## src/rtl/mem_write_checker_watchdog.sv

```systemverilog
// Saturating up-counter for the checker's cycle budget; expired flags the edge that uses up the budget.
module watchdog_counter #(
    parameter int LIMIT = 4096,
    parameter int W     = $clog2(LIMIT + 1)
) (
    input  logic         clk,
    input  logic         reset,
    input  logic         clear,
    input  logic         en,
    output logic [W-1:0] count,
    output logic         expired
);

    always_ff @(posedge clk) begin
        if (reset) begin
            count <= '0;
        end else if (clear) begin
            count <= '0;
        end else if (en && (count != W'(LIMIT))) begin
            count <= count + W'(1);
        end
    end

    // High while enabled on the edge where count reaches (or already sits at) LIMIT.
    assign expired = en && (count >= W'(LIMIT - 1));

endmodule

```

## config.mk

```make
export PLATFORM = sky130hd
export DESIGN_NAME = watchdog_counter
export DESIGN_NICKNAME = d
export VERILOG_FILES = /design/src/rtl/mem_write_checker_watchdog.sv
export SDC_FILE = /design/constraint.sdc
export NUM_CORES = 1
export LEC_CHECK = 0
export ABC_AREA = 1
export CORE_UTILIZATION = 35
export CTS_CLUSTER_SIZE = 10
export DETAILED_ROUTE_END_ITERATION = 7
export DONT_BUFFER_PORTS = 1
export PLACE_DENSITY_LB_ADDON = 0.25
export SYNTH_ARGS = -nofsm -noshare
export SYNTH_HDL_FRONTEND = slang
export SYNTH_SLANG_ARGS = --single-unit
export TNS_END_PERCENT = 50
```

## constraint.sdc

```tcl
create_clock -name clk -period 3.57 [get_ports clk]
set_input_delay 0.1785 -clock clk [delete_from_list [all_inputs] [get_ports clk]]
set_output_delay 0.1785 -clock clk [all_outputs]
set_load 0.1 [all_outputs]
```

==> results.ini, run 1 <==
[critical_path]
critical_path.endpoint = expired
cp_max_fo = 6
cpPeakStageDelay_ps = 960
r2r-start = count[8]$_SDFFE_PP0P_
start_kind = flop
startpoint = count[7]$_SDFFE_PP0P_
cpMostUsedCell = buf_4
crit_family = flip-flops
worstSetupEndpointType = primary output
r2r-end = count[0]$_SDFFE_PP0P_
path_class = flop to primary output
critPathBufInv = 3
crit_slowest_cell = dfxtp_1
required_ps = 3390
crit_arrival_ps = 2520
crit_chain = buf_4 > nand2_1 > nor2_1 > nand2_2 > nor2_2 > inv_2 > a31oi_2 > buf_4
ff2ff_path_depth = 9
regToRegSetupSlack_ps = 1480
worst-path-stages = 8

[grt]
grt_max_degree = 17
grtUsageTotal_pct = 16.8
antenna_found_initial = 0
grt_overflow = 0
grt_pass1_vias = 776
grt_pass1_wl_mm = 3.33

[power]
ir_worst_vdd_mv = 0.208
p_per_area_nw_per_um2 = 255
leakage_nw = 0.437

[cts]
cts_tree = built
clock-sinks = 13
clk_pin_slew_ps = 90
clock_path_buffers = 2
cts_resized = 0
cts_root_buf = clkbuf_4
clock_latency_ps = 290
cts.hold.buffers_added = 0
htree_levels = 1
cts_buffers = 3
postCtsSetupBuffers = 0

[routing]
drt_iter0_markers = 9
drc = 0
wl_per_cell_um = 10.2
vias = 860
drt-total-wl_mm = 1.87
firstDrtPassIters = 4
drt-vias-per-instance = 4.70
final_antenna_net_count = 0

[sta]
finalCriticalPeriod_ps = 2690
period_share_pct = 75.5
fmax_mhz = 371
slew_viol_final = 0
hold_viol_final = 0
tightest_slew_ps = 957
timing.slew.headroom_pct = 36.1
finalSetupViolations = 0
rsz0062_at_grt = no
setup-tns-final_ps = 0
worst_slack_ps = 876
fin_worst_skew_ps = 6.09

[job]
drv_cap = 0

[synth]
synthCells = 141
synth-xor-area-share_pct = 1.96
synth_cell_type_count = 21
syn_nets = 147
synth_seq_cells = 13
yosys.area.top_type_share_pct = 29.1
yosysWarningCount = 0
synth_compound_area_share_pct = 7.98
synth_seq_area_share_pct = 29.1
synth_adder_area_share_pct = 2.80
yosysTopAreaCell = dfxtp_1
synth_top_family_by_area = simple AND/OR/NAND/NOR gates
synth_simple_gate_area_share_pct = 45.2
syn_area_sq_um = 893
yosys-mux-area-fraction_pct = 0
synth.area.top_cells = dfxtp_1 29%, nand2_1 15%, nand3_1 8.4%
avgSynthCellArea_sq_um = 6.34

[final_layout]
nFillCells = 249
syn_to_final_growth_pct = 16.2
stdcell_area_sq_um = 1040
layout_commonest_cell = nand2_1
antenna_cells = 0
layout_common_cells = 35 x nand2_1, 19 x inv_1, 15 x nand3_1
top_register = count
layout-drive-gt1-share_pct = 25.2
reg_top3 = count (13)
nNetsFinal = 162
largest_reg_flops = 13

[hold_path]
hold_path.class = input pin to flop

[floorplan]
num_rows = 17
core_sq_um = 2320
die_h_um = 52.5
start_util_pct = 38.5
io_pins = 18
dieArea_sq_um = 2760
die_w_um = 52.5

[placed_design]
place.detailed.hpwl_mm = 1.39
gp_congestion = 0.821
port_buffers = 0
pre_cts_ws_ps = 1200
place_area_sq_um = 1010

[run_status]
outcome = complete, no violations

worst reg2reg max path: stages (launching register included):
cell and delay (ps):
dfxtp_1 960, buf_4 280, inv_1 60, nand2_1 100, nor2_4 50, nand3_4 140
nand2_2 190, inv_1 120, nor2_1 40, nor2_1 110
final cells by class:
type / count / area (sq um) / area share (%)
timing repair buffer: 14 / 105 / 10.1
sequential: 13 / 260 / 25.1
tap: 28 / 35.0 / 3.37
clock buffer: 3 / 22.5 / 2.17
multi-input combinational: 101 / 524 / 50.5
clock inverter: 1 / 5.00 / 0.482
inverter: 23 / 86.3 / 8.31
per-layer routing:
metal | GRT usage, % | vias up | routed length (um)
li1 | - | 468 | -
met3 | 7.25 | 2 | 95
met2 | 26.2 | 17 | 852
met5 | 0 | - | 0
met1 | 20.9 | 373 | 906
met4 | 4.39 | 0 | 14
synth_stat cells:
master and instances:
buf_2 1, buf_4 1, nand3_1 15, o21ai_0 2
ha_1 2, nor2_4 2, nand4_1 5, nand2_2 6
buf_6 1, a21oi_1 8, nor2_2 7, nand3_4 1
inv_1 19, inv_2 4, dfxtp_1 13, a31oi_1 1
clkbuf_2 1, xor2_1 2, o21ai_1 3, nor2_1 12
nand2_1 35
cell families (layout without fill, tap and decap cells):
group,after synthesis,count (layout)
simple gates,83,83
fa+ha+maj,2,2
buf+inv,27,41
compound gates,14,14
xor+xnor,2,2
flops,13,13
worst min-delay path by stage:
stage / from / to / depth (start not counted)
final: en / count[2]$_SDFFE_PP0P_ / 2
after CTS: en / count[3]$_SDFFE_PP0P_ / 2
after floorplan: reset / count[10]$_SDFFE_PP0P_ / 3
after detailed placement: en / count[12]$_SDFFE_PP0P_ / 2
after global placement: en / count[6]$_SDFFE_PP0P_ / 2
after global routing: en / count[3]$_SDFFE_PP0P_ / 2
power by group:
| part | internal (mW) | total, mW | switching (mW) |
|---|---|---|---|
| Combinational | 0.00479 | 0.0214 | 0.0166 |
| Sequential | 0.146 | 0.147 | 0.000793 |
| Clock | 0.0416 | 0.0969 | 0.0552 |
| Total | 0.192 | 0.265 | 0.0726 |
per-stage QoR:
step | cells | util (%) | power, mW | hold WS [ps]
6_report | 183 | 44.8 | 0.265 | 51.1
4_1_cts | 183 | 44.8 | 0.272 | 38.2
3_3_place_gp | 179 | 43.6 | 0.172 | 350
5_1_grt | 183 | 44.8 | 0.285 | 20.3
3_5_place_dp | 179 | 43.6 | 0.172 | 354
2_1_floorplan | 141 | - | 0.171 | 388
No activity file was read; power rests on OpenSTA's default activity.
==> run 2, diff against run 1 <==
==> constraint.sdc (replaced) <==
create_clock -name clk -period 2.5 [get_ports clk]
set_input_delay 0.125 -clock clk [delete_from_list [all_inputs] [get_ports clk]]
set_output_delay 0.125 -clock clk [all_outputs]
set_load 0.1 [all_outputs]
==> run 2 against run 1 <==
Against the previous run: hold slack worse by 44 ps; die area stayed put; sequential cell count stayed put; clock skew is 2.6 ps lower; highest routed layer unchanged.
==> results.ini, run 2 (synthesized netlist as in run 1, its figures left out) <==
[run_status]
outcome = complete, no violations

[critical_path]
r2r-end = count[0]$_SDFFE_PP0P_
regToRegSetupSlack_ps = 990  ; -490 ps
required_ps = 2380  ; -1010 ps
r2r-start = count[0]$_SDFFE_PP0P_
crit_arrival_ps = 1820  ; -700 ps
path_class = flop to primary output
ff2ff_path_depth = 9  ; unchanged
start_kind = flop
cp_max_fo = 6  ; unchanged
worstSetupEndpointType = primary output

[power]
p_per_area_nw_per_um2 = 346  ; +36%
ir_worst_vdd_mv = 0.171  ; -18%
leakage_nw = 0.446  ; +2.2%

[cts]
clk_pin_slew_ps = 80  ; about the same
clock_latency_ps = 280  ; about the same
cts_root_buf = clkbuf_4
cts_tree = built
cts_resized = 0  ; unchanged
htree_levels = 1  ; unchanged
clock-sinks = 13  ; unchanged
cts_buffers = 3  ; unchanged
clock_path_buffers = 2  ; unchanged

[sta]
timing.slew.headroom_pct = 72.1  ; +36 points
hold_viol_final = 0  ; unchanged
worst_slack_ps = 557  ; -320 ps
setup-tns-final_ps = 0  ; unchanged
period_share_pct = 77.7
slew_viol_final = 0  ; unchanged
finalSetupViolations = 0  ; unchanged
rsz0062_at_grt = no
fin_worst_skew_ps = 3.52  ; -2.57 ps
finalCriticalPeriod_ps = 1940
tightest_slew_ps = 417  ; -540 ps
fmax_mhz = 515

[grt]
grt_pass1_wl_mm = 3.37  ; +1.1%
use_met1_pct = 21.9  ; +0.91 points
grt_max_degree = 15  ; -2
grt_overflow = 0  ; unchanged
use_met3_pct = 1.74  ; -5.5 points
grtUsageTotal_pct = 16.8  ; about the same
grt_pass1_vias = 804  ; +3.6%
antenna_found_initial = 0  ; unchanged
met2_usage_pct = 26.2  ; unchanged
grt.busiest_layer = met2

[final_layout]
layout_common_cells = 35 x nand2_1, 19 x inv_1, 15 x nand3_1
stdcell_area_sq_um = 1080  ; +4.1%
final-seq-area_sq_um = 263  ; +0.96%
top_register = count
nNetsFinal = 164  ; +1.2%
layoutNonFillerInstCount = 185  ; +1.1%
nFillCells = 249  ; unchanged
largest_reg_flops = 13  ; unchanged
multi_input_area_sq_um = 533  ; +1.7%
antenna_cells = 0  ; unchanged
layout-drive-gt1-share_pct = 25.5  ; +0.32 points
fin_util_pct = 46.6  ; +1.8 points
reg_top3 = count (13)
syn_to_final_growth_pct = 21.0
layout_commonest_cell = nand2_1

[routing]
firstDrtPassIters = 4  ; unchanged
final_antenna_net_count = 0  ; unchanged
drt-vias-per-instance = 4.99  ; +6.2%
drc = 0  ; unchanged
vias = 923  ; +7.3%
wl_per_cell_um = 10.8  ; +5.4%
drt-total-wl_mm = 1.99  ; +6.5%
drt_iter0_markers = 20  ; +11

[floorplan]
dieArea_sq_um = 2760  ; unchanged
io_pins = 18  ; unchanged
die_w_um = 52.5  ; unchanged
die_h_um = 52.5  ; unchanged
core_sq_um = 2320  ; unchanged
start_util_pct = 38.5  ; unchanged
num_rows = 17  ; unchanged

[placed_design]
place.detailed.hpwl_mm = 1.50  ; +7.5%
gp_congestion = 0.781  ; -5.0%
dp_cells = 179  ; unchanged
port_buffers = 0  ; unchanged
pre_cts_ws_ps = 878  ; -325 ps
place_area_sq_um = 1030  ; +2.4%

[hold_path]
hp-start = en
whs_path_depth = 2  ; unchanged
hold-path-endpoint = count[12]$_SDFFE_PP0P_
hold_path.class = input pin to flop

[job]
drv_cap = 0  ; unchanged

[run 2: where the power goes]
group / internal, mW / total [mW] / switching, mW
sequential: 0.209 / 0.211 / 0.00196
clock: 0.0619 / 0.131 / 0.0688
combinational: 0.00894 / 0.0330 / 0.0241
total: 0.279 / 0.374 / 0.0948
[run 2: final cells by class]
| type | instances | area share [%] |
|---|---|---|
| clock buffer | 4 | 2.43 |
| timing repair buffer | 16 | 12.7 |
| sequential | 13 | 24.3 |
| inverter | 23 | 7.99 |
| multi-input combinational | 101 | 49.3 |
| tap | 28 | 3.24 |
[run 2: layer usage]
layer	vias to the layer above	share of wire (%)
met3	4	4.2
met1	410	48
li1	476	-
met4	0	2.4
met2	33	46
met5	-	0
[run 2: worst max-delay path by stage]
| stage | start | end | slack (ps) | cells after the start |
|---|---|---|---|---|
| finish | count[1]$_SDFFE_PP0P_ | expired | 560 | 8 |
| global route | count[1]$_SDFFE_PP0P_ | expired | 410 | 8 |
| CTS | count[1]$_SDFFE_PP0P_ | expired | 550 | 8 |
| detailed placement | count[1]$_SDFFE_PP0P_ | expired | 880 | 8 |
| global placement | count[1]$_SDFFE_PP0P_ | expired | 880 | 8 |
| floorplan | count[4]$_SDFFE_PP0P_ | expired | 60 | 6 |
[run 2: what timing repair did]
item / 4_1_cts / 5_1_grt
buffers inserted: 0 / 0
hold buffers: 2 / 0
hold endpoints to repair: 3 / 0
[run 2: metrics by stage]
stage | hold WS, ps | power [mW]
finish | 7.09 | 0.374
global placement | 296 | 0.245
global route | 6.61 | 0.393
detailed placement | 297 | 0.245
floorplan | 335 | 0.246
CTS | 1.13 | 0.385
[run 2: worst max-delay path, cell delays in order (launching register included)]
cell     delay [ps]
dfxtp_2         380
ha_1            210
nand2_2          90
nor2_2          160
nand2_2         110
nor2_2          160
inv_2            60
a31oi_4         180
buf_12          190
